## src/rtl/m_alu_exec_unit.sv

```systemverilog
`default_nettype none
// ============================================================================
// Module   : m_alu_exec_unit
// Purpose  : Execute-stage ALU. Decodes the 3-bit alucontrol code and
//            produces a registered result. AND/OR/ADD/SUB/SLT complete in one
//            registered cycle. MUL runs on an iterative shift-add engine for
//            WIDTH cycles while busy is raised so the pipeline can stall.
// Ports    : clk, rst_n       - clock, asynchronous active-low reset
//            in_valid/in_ready - input handshake (ready only in IDLE)
//            alucontrol       - 000 and, 001 or, 010 add, 011 mul,
//                               110 sub, 111 slt, 100/101 illegal
//            srca, srcb       - operands
//            flush            - synchronous abort of accepted/in-flight op
//            out_valid        - one-cycle result pulse
//            aluout, zero     - registered result and (aluout == 0)
//            illegal          - pulses with out_valid for codes 100/101
//            busy             - high while the multiply iterates
// Revision : 1.0 - initial release
// ============================================================================
module m_alu_exec_unit #(
  parameter int WIDTH = 32
) (
  input  logic             clk,
  input  logic             rst_n,
  input  logic             in_valid,
  output logic             in_ready,
  input  logic [2:0]       alucontrol,
  input  logic [WIDTH-1:0] srca,
  input  logic [WIDTH-1:0] srcb,
  input  logic             flush,
  output logic             out_valid,
  output logic [WIDTH-1:0] aluout,
  output logic             zero,
  output logic             illegal,
  output logic             busy
);

  localparam int         CNT_W    = (WIDTH > 1) ? $clog2(WIDTH) : 1;
  localparam logic [CNT_W-1:0] C_LAST_CNT = CNT_W'(WIDTH - 1);

  localparam logic [2:0] C_OP_AND = 3'b000;
  localparam logic [2:0] C_OP_OR  = 3'b001;
  localparam logic [2:0] C_OP_ADD = 3'b010;
  localparam logic [2:0] C_OP_MUL = 3'b011;
  localparam logic [2:0] C_OP_SUB = 3'b110;
  localparam logic [2:0] C_OP_SLT = 3'b111;

  typedef enum logic [0:0] {
    S_IDLE = 1'b0,
    S_MUL  = 1'b1
  } state_t;

  state_t           state_q, state_d;
  logic [WIDTH-1:0] aluout_q, aluout_d;
  logic             zero_q, zero_d;
  logic             out_valid_q, out_valid_d;
  logic             illegal_q, illegal_d;
  logic [WIDTH-1:0] mcand_q, mcand_d;
  logic [WIDTH-1:0] mplier_q, mplier_d;
  logic [WIDTH-1:0] acc_q, acc_d;
  logic [CNT_W-1:0] cnt_q, cnt_d;

  logic [WIDTH-1:0] alu_res;
  logic             alu_illegal;
  logic [WIDTH-1:0] acc_sum;

  // Single-cycle operations. Illegal codes resolve to a zero result.
  always_comb begin
    alu_res     = '0;
    alu_illegal = 1'b0;
    case (alucontrol)
      C_OP_AND: alu_res = srca & srcb;
      C_OP_OR:  alu_res = srca | srcb;
      C_OP_ADD: alu_res = srca + srcb;
      C_OP_SUB: alu_res = srca - srcb;
      C_OP_SLT: alu_res = {{(WIDTH-1){1'b0}}, ($signed(srca) < $signed(srcb))};
      C_OP_MUL: alu_res = '0;
      default:  alu_illegal = 1'b1;
    endcase
  end

  // Accumulator value after the current shift-add step; on the last step
  // this is already the final product, so it is what lands in aluout.
  assign acc_sum = acc_q + (mplier_q[0] ? mcand_q : '0);

  always_comb begin
    state_d     = state_q;
    aluout_d    = aluout_q;
    zero_d      = zero_q;
    out_valid_d = 1'b0;
    illegal_d   = 1'b0;
    mcand_d     = mcand_q;
    mplier_d    = mplier_q;
    acc_d       = acc_q;
    cnt_d       = cnt_q;

    if (flush) begin
      // Abort wins over any accept; the visible result is left untouched.
      state_d = S_IDLE;
      cnt_d   = '0;
    end else begin
      case (state_q)
        S_IDLE: begin
          if (in_valid) begin
            if (alucontrol == C_OP_MUL) begin
              mcand_d  = srca;
              mplier_d = srcb;
              acc_d    = '0;
              cnt_d    = '0;
              state_d  = S_MUL;
            end else begin
              aluout_d    = alu_res;
              zero_d      = (alu_res == '0);
              illegal_d   = alu_illegal;
              out_valid_d = 1'b1;
            end
          end
        end
        S_MUL: begin
          acc_d    = acc_sum;
          mcand_d  = mcand_q << 1;
          mplier_d = mplier_q >> 1;
          cnt_d    = cnt_q + CNT_W'(1);
          if (cnt_q == C_LAST_CNT) begin
            aluout_d    = acc_sum;
            zero_d      = (acc_sum == '0);
            out_valid_d = 1'b1;
            cnt_d       = '0;
            state_d     = S_IDLE;
          end
        end
        default: state_d = S_IDLE;
      endcase
    end
  end

  always_ff @(posedge clk or negedge rst_n) begin
    if (!rst_n) begin
      state_q     <= S_IDLE;
      aluout_q    <= '0;
      zero_q      <= 1'b1;
      out_valid_q <= 1'b0;
      illegal_q   <= 1'b0;
      mcand_q     <= '0;
      mplier_q    <= '0;
      acc_q       <= '0;
      cnt_q       <= '0;
    end else begin
      state_q     <= state_d;
      aluout_q    <= aluout_d;
      zero_q      <= zero_d;
      out_valid_q <= out_valid_d;
      illegal_q   <= illegal_d;
      mcand_q     <= mcand_d;
      mplier_q    <= mplier_d;
      acc_q       <= acc_d;
      cnt_q       <= cnt_d;
    end
  end

  assign in_ready  = (state_q == S_IDLE);
  assign busy      = (state_q == S_MUL);
  assign out_valid = out_valid_q;
  assign aluout    = aluout_q;
  assign zero      = zero_q;
  assign illegal   = illegal_q;

endmodule
`default_nettype wire

```

## config.mk

```make
export PLATFORM = sky130hd
export DESIGN_NAME = m_alu_exec_unit
export DESIGN_NICKNAME = d
export VERILOG_FILES = /design/src/rtl/m_alu_exec_unit.sv
export SDC_FILE = /design/constraint.sdc
export NUM_CORES = 1
export LEC_CHECK = 0
export BUFFER_PORTS_ARGS = -buffer_cell sky130_fd_sc_hd__buf_4
export CAP_MARGIN = 20
export CORE_MARGIN = 3
export CORE_UTILIZATION = 50
export CTS_BUF_LIST = sky130_fd_sc_hd__clkbuf_8
export CTS_CLUSTER_SIZE = 14
export DETAILED_ROUTE_END_ITERATION = 6
export PLACE_DENSITY = 0.77
export RECOVER_POWER = 100
export SETUP_SLACK_MARGIN = 0.4
export SYNTH_ARGS = -nofsm -noshare
export SYNTH_HDL_FRONTEND = slang
export SYNTH_SLANG_ARGS = --single-unit
```

## constraint.sdc

```tcl
create_clock -name clk -period 10.7 [get_ports clk]
set_input_delay 2.14 -clock clk [delete_from_list [all_inputs] [get_ports clk]]
set_output_delay 2.14 -clock clk [all_outputs]
set_load 0.005 [all_outputs]
```

Yosys cells after proc, flatten, opt, wreduce, memory -nomap -nowiden
Index checks and enable logic that the tools add are counted.

word-level totals
  logic and storage cells = 76
  bits of input ports = 71
  bits in registers = 137
  output and inout port bits = 37

cells by class
  equality and inequality tests = 12
  reduce and logical (&&, ||, !) cells = 7
  multiplexer cells = 39
  bitwise gates (word level) = 4
  magnitude comparators = 1
  add/subtract/negate cells = 4

operators by type and width
  operator                                                                 number
  32-bit two-way mux                                                       10
  32-bit case mux with 2 select lines                                      4
  32-bit case mux with 5 select lines                                      1
  32-bit adder                                                             2
  32-bit zero test                                                         2
  32-bit bitwise AND                                                       1
  32-bit < comparator                                                      1
  32-bit OR                                                                1
  32-bit subtractor                                                        1
  5-bit two-way mux                                                        4
  1-bit two-way mux                                                        16
  5-bit case mux with 2 select lines                                       1
  3-bit by 2-bit == test with 1-bit output, second input constant          2
  3-bit == test, second input constant                                     2
  1-bit case mux with 2 select lines                                       3
  5-bit by 1-bit adder with 5-bit output, second input constant            1
  5-bit == test, second input constant                                     1
  5-bit OR reduction                                                       1
  2-bit by 1-bit inequality test with 1-bit output, second input constant  2
  2-bit inequality test, second input constant                             2
  4-bit AND reduction                                                      1
  3-bit by 1-bit == test with 1-bit output, second input constant          1
  3-bit zero test                                                          1
  3-bit by 1-bit inequality test with 1-bit output, second input constant  1
  4 further kinds                                                          5

Logic depth before layout (Yosys ltp)
  depth after elaboration = 7
  mapped depth = 16
  gate-level depth less buffers = 16

Worst setup path after synthesis
OpenSTA, ideal clock, no wires.

  path kind = input port to flip-flop
  start point = input srca[5]
  end point = register zero_q, in the netlist zero
  setup time = 75 ps
  path buffers = 1
  data required time = 10625 ps
  data arrival time = 5190 ps
  setup slack = 5435 ps
  stages = 15
  cell sequence = inv_1 > ha_1 > buf_6 > a21o_1 > or3_1 > o21a_1 > a21o_1 > a21boi_2 > o221ai_2 > a211o_1 > xor2_1 > a221oi_2 > o2111ai_1 > or4b_1 > o211ai_2

between the ends
  cells in the longest elaborated chain, start to end = 6
  elaborated cells on any way between the ends = 10
  those cells by class = add/sub (2); order compare (1); mux (4); bitwise (2); reduce/logical (1)

ends and longest elaborated chain
  what                                             line  source
  start: declaration                               28    input logic [WIDTH-1:0] srca,
  32-bit subtractor, or another cell as far along  75    C_OP_SUB: alu_res = srca - srcb;
  32-bit case mux with 5 select lines (*)          71    case (alucontrol)
  32-bit zero test (*)                             113   zero_d = (alu_res == '0);
  1-bit two-way mux (*)                            105   if (alucontrol == C_OP_MUL) begin
  1-bit two-way mux (*)                            104   if (in_valid) begin
  1-bit case mux with 2 select lines (*)           102   case (state_q)
  end signal: assignment                           151   zero_q <= zero_d;
  end: declaration                                 55    logic zero_q, zero_d;

Every way passes the cells marked *; elsewhere a longest branch is shown, timed or not. The select of a mux whose other input is x is not followed.
A chain may end at the register's enable or synchronous reset.

Final worst setup path
  start point = input alucontrol[2]
  end point = register mcand_q[11]

between the ends
  cells in the longest elaborated chain, start to end = 3

ends and longest elaborated chain
  what                                                        line  source
  start: declaration                                          27    input logic [2:0] alucontrol,
  3-bit by 2-bit == test with 1-bit output                    105
  2-bit by 1-bit inequality test with 1-bit output (no line)  -
  3-bit AND reduction (no line)                               -
  end signal: assignment                                      154   mcand_q <= mcand_d;
  end: declaration                                            58    logic [WIDTH-1:0] mcand_q, mcand_d;

No other way between the ends.

==> results.toml <==
[status]
outcome = "finished with violations"
violations = "capacitance limit, slew limit"

[routing]
wl_per_cell_um = 20.5
num_vias = 12000
drc_errors = 0
wl_mm = 40.1
ant_nets = 0
viasPerCell = 6.13
first_pass_iters = 5
drt_iter0_drc = 1058

[yosys]
avgSynthCellArea_um2 = 8.12
async_reset_ff_frac = 1.00
synth_top_family_by_area = "compound AO/OA/AOI/OAI gates"
ys_seq_area_frac = 0.268
synth_compound_area_frac = 0.261
synth_edf_count = 0
synth_most_common_cell = "nand2_1"
yosysTopAreaCell = "dfrtp_1"
synth_fa_ha_area_frac = 0.134
synth_common_cells = "174 x nand2_1, 163 x o21ai_0, 136 x dfrtp_1, 132 x ha_1, 125 x inv_1"
synth.distinct_cells = 87
synth_xor_area_frac = 0.0342
synth_ff_type = "dfrtp_1"
synthCells = 1578
syn_nets = 1784
synthSimpleGateAreaFrac = 0.157
muxShareOfSynthArea = 0.0801
yosys-top-cells-area = "dfrtp_1 27%, ha_1 13%, mux2i_1 7.7%, o21ai_0 6.4%, nand2_1 5.1%"
ys_ff_latch = 137
synth_top_area_share = 0.266
yosys_warnings = 0
syn_area_um2 = 12800

[global_routing]
track_usage = 0.282
grt_overflow = 0
grt_pass1_vias = 11400
grt_max_degree = 91
grt_pass1_wl_mm = 63.2
antenna_found_initial = 0

[place]
place_area_um2 = 13700
io_buffers = 107
hpwlAfterDp_mm = 30.5
gp_congestion = 1.01

[layout]
n_antenna_cell = 0
area_growth_pct = 10.4
area.sequential_um2 = 3430
drive_gt1_frac = 0.106
final_area_um2 = 14100
nets = 1828
fill_cells = 2305
multi_input_area_um2 = 8540

[worst_setup_path]
reg2reg_depth = 6
crit_chain = "clkbuf_1, nor3b_1, o21bai_4, clkbuf_1, buf_4, o21ai_0"
timing.rr.start = "busy"
required_ns = 11.02
worstPathArrival_ns = 7.70
cp_slowest_stage_delay_ns = 1.97
critPathCaptureType = "register"
critical_path.most_common_cell = "clkbuf_1"
cp-start-kind = "input port"
crit_path_top_delay_cell = "clkbuf_1"
crit_fanout = 90
crit_type = "input port to register"
crit_start = "alucontrol[2]"

[timing]
hold_viol_final = 0
rsz0062_at_grt = "false"
fin_crit_ns = 7.38
whs_ns = 0.481
setup_viol = 0
finalMaxSlewViolations = 293
maxSlewHeadroom = -1.34
max_slew.worst_pin.slew_ns = 3.51
final.period_utilization = 0.690
fin_setup_tns_ns = 0
skew_ns = 0.0165
fmax_ghz = 0.135

[cts]
cts.repair_timing.setup_buffer_count = 0
cts_tree = "done"
clk_pin_slew_ns = 0.08
cts_inserted_buffers = 17
cts_buffer_depth = 2
cts_max_level = 4
clk_latency_ns = 0.48
ctsRootBufferMaster = "clkbuf_8"
postCtsHoldBufs = 0
cts_resized = 0
cts.sinks = 137

[power_and_ir_drop]
cellPowerDensity_nw_per_um2 = 136
peakVddDrop_mv = 0.0673
p_total_mw = 1.93
leakagePower_nw = 6.79

[floorplanning]
rows = 57
die_area_um2 = 27600
die_h_um = 166
start_util = 0.518
core-area_um2 = 24700
num_io_pins = 108
die_x_um = 166

[worst_hold_path]
worstHoldStart = "aluout[18]"
holdPathStages = 2
hp-class = "register to register"

[flow_run]
cap_violations = 5
routing by layer:
layer  up-vias  global-route usage  part of all wire
met5         -                   0                 0
met4         0              0.0611             0.016
met3        57              0.0747             0.090
met2       516               0.425              0.44
met1      5685               0.407              0.46
li1       5742                   -                 -
flip-flops by register name, summed over array words and instances (netlist names):
register	flops
acc_q	32
mcand_q	32
mplier_q	32
busy	1
aluout	32
out_valid	1
zero	1
illegal	1
cnt_q	5
layout by cell type, fill, tap and decap left out, types with 6 or more instances in the layout:
cell and instances:
a22oi_1 7, a211oi_1 33, a31oi_1 10, a221oi_1 9
ha_1 132, a311oi_1 6, o21ai_0 164, nand3_1 13
nand4_1 21, o31ai_1 16, mux2i_1 98, a21o_1 33
clkbuf_8 19, nor3_1 21, nor2_1 81, o21ai_1 6
buf_4 76, nand2b_1 13, a21oi_1 104, nor4_1 17
o21a_1 7, o211ai_1 17, xor2_1 20, and2_1 32
inv_1 126, o22ai_1 9, nor2b_1 10, xnor2_1 30
a211o_1 7, a22o_1 19, dfrtp_1 136, o21bai_1 9
clkbuf_4 34, nand2_1 174, and3_1 10
where the power goes:
| group | internal (mW) | total (mW) | switching (mW) |
|---|---|---|---|
| logic | 0.281 | 0.711 | 0.431 |
| registers | 0.624 | 0.713 | 0.0899 |
| clock network | 0.250 | 0.502 | 0.252 |
| total | 1.15 | 1.93 | 0.772 |
worst max-delay path: cells and delay by family:
kind	cells	cell delay [ns]
buffers and inverters	3	4.52
AOI/OAI and AO/OA	2	0.46
and+or+nand+nor	1	0.41
cell families after synthesis:
family,Yosys count
AO/OA/AOI/OAI,514
XOR/XNOR,50
adder cells (fa/ha/maj),135
buffers and inverters,217
flip-flops,137
multiplexers,102
AND/OR/NAND/NOR,423
metrics by stage:
step	std cells	util	setup slack, ns
floorplan	1578	-	5.44
global placement	1927	0.555	4.80
detailed placement	1927	0.555	4.78
finish	1959	0.571	3.32
global route	1959	0.571	2.84
CTS	1959	0.573	5.27
worst paths after layout:
kind                                 to  slack, ns
hold / removal               aluout[18]       0.48
min in group asynchronous  mplier_q[23]       2.83
max in group asynchronous     acc_q[10]       5.42
hold reg to reg              aluout[18]       0.48
setup / recovery            mcand_q[11]       3.32
setup reg to reg              aluout[4]       4.14
final cells by class:
cell class                      instances  area share
Tap cell                              324      0.0287
Sequential cell                       137       0.243
Inverter                              127      0.0337
Timing Repair Buffer                  115      0.0597
Clock buffer                           19      0.0185
Clock inverter                         13      0.0128
Multi-Input combinational cell       1224       0.604
(Power assumes the default switching activity.)
